### src/rtl/bram_stream_reader.sv
// Generic register FIFO: holds up to DEPTH entries, head visible combinationally from storage.
// Latency: a write is visible at the head in the cycle after it is written.
// Backpressure: pops only when rd_rdy and non-empty; the writer must never push into a full FIFO.
module bram_stream_fifo #(
    parameter int WIDTH = 33,
    parameter int DEPTH = 3,
    parameter int CW    = $clog2(DEPTH + 1)
) (
    input  logic             i_clk,
    input  logic             i_rst,
    input  logic             wr_vld,
    input  logic [WIDTH-1:0] wr_dat,
    input  logic             rd_rdy,
    output logic             rd_vld,
    output logic [WIDTH-1:0] rd_dat,
    output logic [CW-1:0]    count
);
    localparam int PW = (DEPTH > 1) ? $clog2(DEPTH) : 1;

    logic [WIDTH-1:0] mem [DEPTH];
    logic [PW-1:0]    wr_ptr;
    logic [PW-1:0]    rd_ptr;
    logic             pop;

    function automatic logic [PW-1:0] ptr_inc(input logic [PW-1:0] p);
        return (p == PW'(DEPTH - 1)) ? '0 : p + PW'(1);
    endfunction

    assign rd_vld = (count != '0);
    assign rd_dat = mem[rd_ptr];
    assign pop    = rd_rdy && rd_vld;

    // Storage array; contents need no reset because rd_vld gates their use.
    always_ff @(posedge i_clk) begin
        if (wr_vld) begin
            mem[wr_ptr] <= wr_dat;
        end
    end

    // Pointer and occupancy bookkeeping; simultaneous push and pop leave count unchanged.
    always_ff @(posedge i_clk) begin
        if (i_rst) begin
            wr_ptr <= '0;
            rd_ptr <= '0;
            count  <= '0;
        end else begin
            if (wr_vld) begin
                wr_ptr <= ptr_inc(wr_ptr);
            end
            if (pop) begin
                rd_ptr <= ptr_inc(rd_ptr);
            end
            count <= count + CW'(wr_vld) - CW'(pop);
        end
    end

    // Credit accounting upstream must make a push into a full FIFO impossible.
    always_ff @(posedge i_clk) begin
        if (!i_rst) begin
            assert (!(wr_vld && (count == CW'(DEPTH))));
        end
    end
endmodule

// Streams i_len consecutive BRAM words from i_base_addr as a valid/ready stream with last flag.
// Latency: first o_bram_en one cycle after start; first o_valid READ_LATENCY+2 cycles after start.
// Backpressure: reads issue only against free FIFO credits, so a stalled sink pauses reads losslessly.
module bram_stream_reader #(
    parameter int DATA_WIDTH   = 32,
    parameter int ADDR_WIDTH   = 10,
    parameter int READ_LATENCY = 1
) (
    input  logic                  i_clk,
    input  logic                  i_rst,
    input  logic                  i_start,
    input  logic [ADDR_WIDTH-1:0] i_base_addr,
    input  logic [ADDR_WIDTH:0]   i_len,
    output logic                  o_busy,
    output logic                  o_done,
    output logic                  o_bram_en,
    output logic [ADDR_WIDTH-1:0] o_bram_addr,
    input  logic [DATA_WIDTH-1:0] i_bram_dout,
    output logic                  o_valid,
    output logic [DATA_WIDTH-1:0] o_data,
    output logic                  o_last,
    input  logic                  i_ready
);
    localparam int FIFO_DEPTH = READ_LATENCY + 2;
    localparam int CW         = $clog2(FIFO_DEPTH + 1);
    localparam int LW         = ADDR_WIDTH + 1;
    localparam logic [CW:0] CREDITS = (CW + 1)'(FIFO_DEPTH);

    typedef enum logic [1:0] {
        IDLE  = 2'd0,
        READ  = 2'd1,
        DRAIN = 2'd2
    } state_t;

    state_t                  state;
    logic [ADDR_WIDTH-1:0]   cur_addr;
    logic [ADDR_WIDTH-1:0]   last_addr;
    logic [LW-1:0]           len_q;
    logic [LW-1:0]           issued;
    logic [LW-1:0]           received;
    logic [READ_LATENCY-1:0] pipe;
    logic [CW-1:0]           inflight;
    logic [CW-1:0]           fifo_count;
    logic [CW:0]             outstanding;
    logic                    issue;
    logic                    mature;
    logic                    wr_last;
    logic                    pop;
    logic                    head_vld;
    logic [DATA_WIDTH:0]     head_dat;

    // Count reads still travelling through the BRAM pipeline.
    always_comb begin
        inflight = '0;
        for (int i = 0; i < READ_LATENCY; i++) begin
            inflight = inflight + CW'(pipe[i]);
        end
    end

    // Every in-flight read plus every buffered word holds one FIFO credit.
    assign outstanding = {1'b0, inflight} + {1'b0, fifo_count};
    assign issue       = (state == READ) && (outstanding < CREDITS);
    assign mature      = pipe[READ_LATENCY-1];
    assign wr_last     = ((received + LW'(1)) == len_q);

    assign o_bram_en   = issue;
    assign o_bram_addr = issue ? cur_addr : last_addr;

    assign o_valid = head_vld;
    assign o_data  = head_vld ? head_dat[DATA_WIDTH-1:0] : '0;
    assign o_last  = head_vld && head_dat[DATA_WIDTH];
    assign pop     = head_vld && i_ready;

    bram_stream_fifo #(
        .WIDTH (DATA_WIDTH + 1),
        .DEPTH (FIFO_DEPTH),
        .CW    (CW)
    ) u_fifo (
        .i_clk  (i_clk),
        .i_rst  (i_rst),
        .wr_vld (mature),
        .wr_dat ({wr_last, i_bram_dout}),
        .rd_rdy (i_ready),
        .rd_vld (head_vld),
        .rd_dat (head_dat),
        .count  (fifo_count)
    );

    // Transfer FSM with read-pipe tracking, address generation and registered busy/done.
    always_ff @(posedge i_clk) begin
        if (i_rst) begin
            state     <= IDLE;
            o_busy    <= 1'b0;
            o_done    <= 1'b0;
            cur_addr  <= '0;
            last_addr <= '0;
            len_q     <= '0;
            issued    <= '0;
            received  <= '0;
            pipe      <= '0;
        end else begin
            o_done <= 1'b0;
            pipe   <= (pipe << 1) | READ_LATENCY'(issue);
            if (mature) begin
                received <= received + LW'(1);
            end
            case (state)
                IDLE: begin
                    if (i_start) begin
                        cur_addr <= i_base_addr;
                        len_q    <= i_len;
                        issued   <= '0;
                        received <= '0;
                        if (i_len == '0) begin
                            o_done <= 1'b1;
                        end else begin
                            state  <= READ;
                            o_busy <= 1'b1;
                        end
                    end
                end
                READ: begin
                    if (issue) begin
                        cur_addr  <= cur_addr + ADDR_WIDTH'(1);
                        last_addr <= cur_addr;
                        issued    <= issued + LW'(1);
                        if ((issued + LW'(1)) == len_q) begin
                            state <= DRAIN;
                        end
                    end
                end
                DRAIN: begin
                    // The last beat leaving the FIFO implies no reads remain in flight.
                    if (pop && o_last) begin
                        state  <= IDLE;
                        o_busy <= 1'b0;
                        o_done <= 1'b1;
                    end
                end
                default: begin
                    state  <= IDLE;
                    o_busy <= 1'b0;
                end
            endcase
        end
    end
endmodule
### config.mk
export PLATFORM = sky130hd
export DESIGN_NAME = bram_stream_reader
export DESIGN_NICKNAME = d
export VERILOG_FILES = /design/src/rtl/bram_stream_reader.sv
export SDC_FILE = /design/constraint.sdc
export NUM_CORES = 1
export LEC_CHECK = 0
export ABC_AREA = 1
export BUFFER_PORTS_ARGS = -buffer_cell sky130_fd_sc_hd__buf_2
export CELL_PAD_IN_SITES_DETAIL_PLACEMENT = 1
export CELL_PAD_IN_SITES_GLOBAL_PLACEMENT = 1
export CORE_ASPECT_RATIO = 0.75
export CORE_UTILIZATION = 44
export DETAILED_ROUTE_END_ITERATION = 12
export GPL_TIMING_DRIVEN = 0
export PLACE_DENSITY = 0.86
export SLEW_MARGIN = 20
export SYNTH_ARGS = -nofsm -noshare
export SYNTH_HDL_FRONTEND = slang
export SYNTH_HIERARCHICAL = 1
export SYNTH_SLANG_ARGS = --single-unit
### constraint.sdc
create_clock -name i_clk -period 3.75 [get_ports i_clk]
set_input_delay 0.75 -clock i_clk [delete_from_list [all_inputs] [get_ports i_clk]]
set_output_delay 0.75 -clock i_clk [all_outputs]
set_load 0.03 [all_outputs]
* Yosys cells after proc, flatten, opt, wreduce, memory -nomap -nowiden
Memories as Yosys holds them, arrays and structs flattened. A register that Yosys moved wholly into a read port is not among the register bits.
Cells that the tools add are included.
** Cells by class
- $add $sub $neg :: 8
- $lt $le $gt $ge :: 1
- Equality and inequality tests :: 11
- Muxes and demuxes :: 31
- Bitwise gates (word level) :: 1
- Reduce and logical (&&, ||, !) cells :: 12
** Operator list (count)
- $mux 11 :: 5
- $mux 32 :: 1
- $mux 10 :: 3
- $add 11x1->11 const B :: 2
- $eq 11x11->1 :: 2
- $pmux 11 s2 :: 1
- $pmux 10 s2 :: 1
- $mux 2 :: 9
- $logic_not 11->1 :: 1
- $add 10x1->10 const B :: 1
- $mux 1 :: 8
- $ne 2x2->1 const B :: 4
- $eq 2x2->1 const B :: 3
- $pmux 2 s3 :: 1
- $reduce_and 5->1 :: 1
- $add 2x1->2 const B :: 2
- $logic_and 1x1->1 :: 4
- $reduce_and 4->1 :: 1
- $reduce_bool 2->1 :: 2
- $add 1x2->3 :: 1
- $lt 3x2->1 const B :: 1
- $pmux 1 s3 :: 1
- $reduce_and 3->1 :: 1
- $add 2x1->2 :: 1
- 7 further kinds :: 7
** Word-level totals
- Bits in registers :: 64
- RAM bits :: 99
- Input port bits :: 57
- Logic and storage cells :: 77
- Memories kept :: 1
** Memory list
- u_fifo.mem :: words 3, bits a word 33, rd ports 1, clocked after Yosys merged registers in 1, write ports 1, RTL line 20 : logic [WIDTH-1:0] mem [DEPTH];

* Longest topological paths before layout
- Depth after elaboration :: 5
- Depth in mapped cells :: 14

* By module
Netlist, hierarchy kept.
** Modules (own cells, without submodules)
- bram_stream_fifo :: times used 1, cells an instance 295, area each 4080.2 um^2, seq. area each 3133.0 um^2
- bram_stream_reader :: times used 1, cells an instance 548, area each 3428.3 um^2, seq. area each 1161.1 um^2

* Least setup slack after synthesis
No wires, ideal clock.
- Path type :: register to register
- Start point :: register pipe, in the netlist mature
- End point :: memory u_fifo.mem[2][0], enable pin
- Setup time :: 464 ps
- Data arrival time :: 2777 ps
- Data required time :: 3286 ps
- Path slack :: 509 ps
- Stages on the path, launching flop included :: 3
- Path buffers :: 0
- Clock period less this slack :: 3241 ps
- Cells stage by stage :: dfxtp_1 inv_1 nor3_1
** Between the ends
- Cells in the longest elaborated chain, start to end :: 2
** Ends and longest elaborated chain
- start, declared :: RTL line 105 : logic [READ_LATENCY-1:0] pipe;
- start signal, assigned :: RTL line 167 : pipe <= (pipe << 1) | READ_LATENCY'(issue);
- $mux 1 :: RTL line 35 : if (wr_vld) begin
- $mux 1 (implied by the code) :: RTL line 36 : mem[wr_ptr] <= wr_dat;
- end, declared :: RTL line 20
No other way between the ends.

* Final worst setup path
- Start point :: register pipe, in the netlist mature
- End point :: output port o_bram_en
** Between the ends
- Cells in the longest elaborated chain, start to end :: 3
** Ends and longest elaborated chain
- $add 1x2->3 :: RTL line 125 : assign outstanding = {1'b0, inflight} + {1'b0, fifo_count};
- $lt 3x2->1 :: RTL line 126 : assign issue = (state == READ) && (outstanding < CREDITS);
- $logic_and 1x1->1 :: RTL line 126
- end, declared :: RTL line 80 : output logic o_bram_en,
No other way between the ends.

==> out/metrics.cfg <==
[yosys]
netlist.area_leader.share_pct = 39.6
avgSynthCellArea_um2 = 8.91
synth_top_family_by_area = simple AND/OR/NAND/NOR gates
ys_top_cells_by_count = nand2_1, a21oi_1, inv_1, edfxtp_1, nor2_1
synth_compound_area_share_pct = 12.0
synth_area_leaders = edfxtp_1, dfxtp_1, nand2_1
synthesis.nets = 906
ys.flop_type = edfxtp_1
synth.distinct_cells = 38
ys_seq_elements = 165
yosys-mux-area-fraction_pct = 0
synth_fa_ha_area_share_pct = 1.00
seq_area_frac_synth_pct = 57.2
synth-xor-area-share_pct = 1.93
yosysMostFrequentCell = nand2_1
yosys.area.top_type = edfxtp_1
synth_simple_gate_area_share_pct = 19.5
async_flop_share_pct = 0
synth_edf_count = 99
syn_area_um2 = 7510
syn_inst = 843
synth_warnings = 6

[place]
dp.cells = 1160
hpwl_um = 14600
numPortBuffers = 103
gp_congestion = 0.809
dp_slack_ps = 681

[drt]
antenna_left = 0
dr.pass1.iters = 5
num_vias = 6290
postRouteWirelength_um = 21300
via_per_inst = 5.27
post_drt_wl_per_cell_um = 17.9
drtIter0Drc = 344
drcViolationCount = 0

[cts]
cts_resized = 0
clkSinkCount = 165
cts_root_buf = clkbuf_16
cts_tree = yes
hold_buffers = 0
cts.htree.levels = 4
cts_buffers = 17
clockBufferDepth = 2
clock_latency_ps = 440
clk_pin_slew_ps = 70

[sta]
postLayoutSetupSlackWorst_ps = 388
setup_viol = 0
finalMaxSlewViolations = 0
hold_violations = 0
max_slew.worst_pin.slew_ps = 829
relSlewSlack_pct = 44.6
skew_ps = 14.1
rsz0062_at_grt = no
finalCritPeriodShare_pct = 89.7
period_needed_ps = 3360
fmax_ghz = 0.297

[worst_setup_path]
worstSetupEndpointType = output port
critPathMaxFanout = 19
cp_data_arrival_time_ps = 2610
critPathRequiredTime_ps = 3000
cp-start-kind = flip-flop
critical_path_class = reg -> out

[pwr]
vdd_drop_max_mv = 0.350
leakage_nw = 3.89
pwr_density_cell_nw_per_um2 = 499
report.power.total_mw = 4.47

[global_route]
grt_start_max_net_pins = 34
grt.total_usage_pct = 25.4
grt_pass1_vias = 6516
gr-total-overflow = 0
antenna_found_initial = 2
grt_pass1_wl_um = 34000

[floorplan]
rows = 40
core_um2 = 16400
die_w_um = 153
die_area_um2 = 17600
pin_count = 104
initial_core_util_pct = 45.9
floorplan.die.height_um = 115

[status]
outcome = completed

[cells_and_area]
regArea_um2 = 4290
area_growth_pct = 19.4
fillerInstances = 1942
drive_gt1_share_pct = 19.0
multi_input_area_um2 = 2590
finalNonFillerCells = 1193
finish.net_count = 1031

[worst_hold_path]
hold_class = reg -> reg

[run]
maxCapViolCount = 0

-- power breakdown --
part,internal [mW],switching [mW],leakage (nW),total (mW)
sequential,1.99,0.0464,1.44,2.04
clock,1.18,0.736,0.296,1.91
combinational,0.168,0.358,2.15,0.526
-- final timing paths --
check	start	end	slack, ps	cells past startpoint
worst max-delay path	mature$_SDFF_PP0_	o_bram_en	390	7
worst min-delay path	o_busy$_SDFFE_PP0P_	o_busy$_SDFFE_PP0P_	490	2
worst max register to register	mature$_SDFF_PP0_	cur_addr[5]$_SDFFE_PP0P_	1340	10
worst min register to register	o_busy$_SDFFE_PP0P_	o_busy$_SDFFE_PP0P_	490	2
-- worst max-delay path, cell delays in order, from the launching register on --
cell and delay, ps:
dfxtp_1 490, ha_1 210, ha_1 230, a21oi_1 220, nand2_2 160, inv_2 280
buf_2 330, buf_2 250
-- metal layers --
metal | vias to the layer above | routed length [um] | track usage [%] | share of wire, %
li1 | 3024 | - | - | -
met1 | 3071 | 9400 | 31.9 | 44
met2 | 166 | 10600 | 44.3 | 50
met3 | 29 | 970 | 5.77 | 4.5
met4 | 0 | 331 | 7.34 | 1.6
met5 | - | 0 | 0 | 0
-- sequential cells by signal, summed over array words and instances (netlist names), named ones only --
signal,cells
received,11
state,2
u_fifo/wr_ptr,2
o_done,1
issued,11
cur_addr,10
u_fifo/mem,99
u_fifo/rd_ptr,2
mature,1
last_addr,10
u_fifo/count,2
len_q,11
o_busy,1
-- per-stage QoR --
stage / hold slack (ps) / area, um^2 / util (%) / TNS [ps]
4_1_cts: 501 / 8970 / 54.8 / 0
6_report: 493 / 8970 / 54.8 / 0
5_1_grt: 507 / 8970 / 54.8 / 0
2_1_floorplan: 438 / 7510 / - / 0
3_3_place_gp: 451 / 8290 / 50.6 / -34580
3_5_place_dp: 468 / 8330 / 50.9 / 0
-- cell type report --
class                           instances  area share [%]
Sequential cell                       165            47.9
Multi-Input combinational cell        541            28.9
Timing Repair Buffer                  107            6.17
Clock buffer                           18            4.79
Inverter                              105            4.53
Tap cell                              210            2.93
Buffer                                 31            2.43
Clock inverter                         14            2.33
Antenna cell                            2          0.0558
-- cell families (layout without fill, tap and decap cells) --
family | count (synthesis) | count (layout)
AND/OR/NAND/NOR | 349 | 349
AO/OA/AOI/OAI | 171 | 171
flip-flops | 165 | 165
buffers and inverters | 137 | 275
adder cells (fa/ha/maj) | 6 | 6
XOR/XNOR | 15 | 15
other | 0 | 2
-- repair_timing --
action,4_1_cts,5_1_grt
endpoints found under the setup margin,0,9
endpoints found under the hold margin,0,0
buffers inserted,0,0
-- cells in the final DEF, fill, tap and decap left out, drive strengths merged, types with 8 or more instances in the layout --
master	instances
xor2	10
clkbuf	31
nand2	194
nand3	45
or2	8
edfxtp	99
inv	104
buf	125
o21ai	45
nor2	87
dfxtp	66
a21oi	114
No activity file was read; power rests on OpenSTA's default activity.
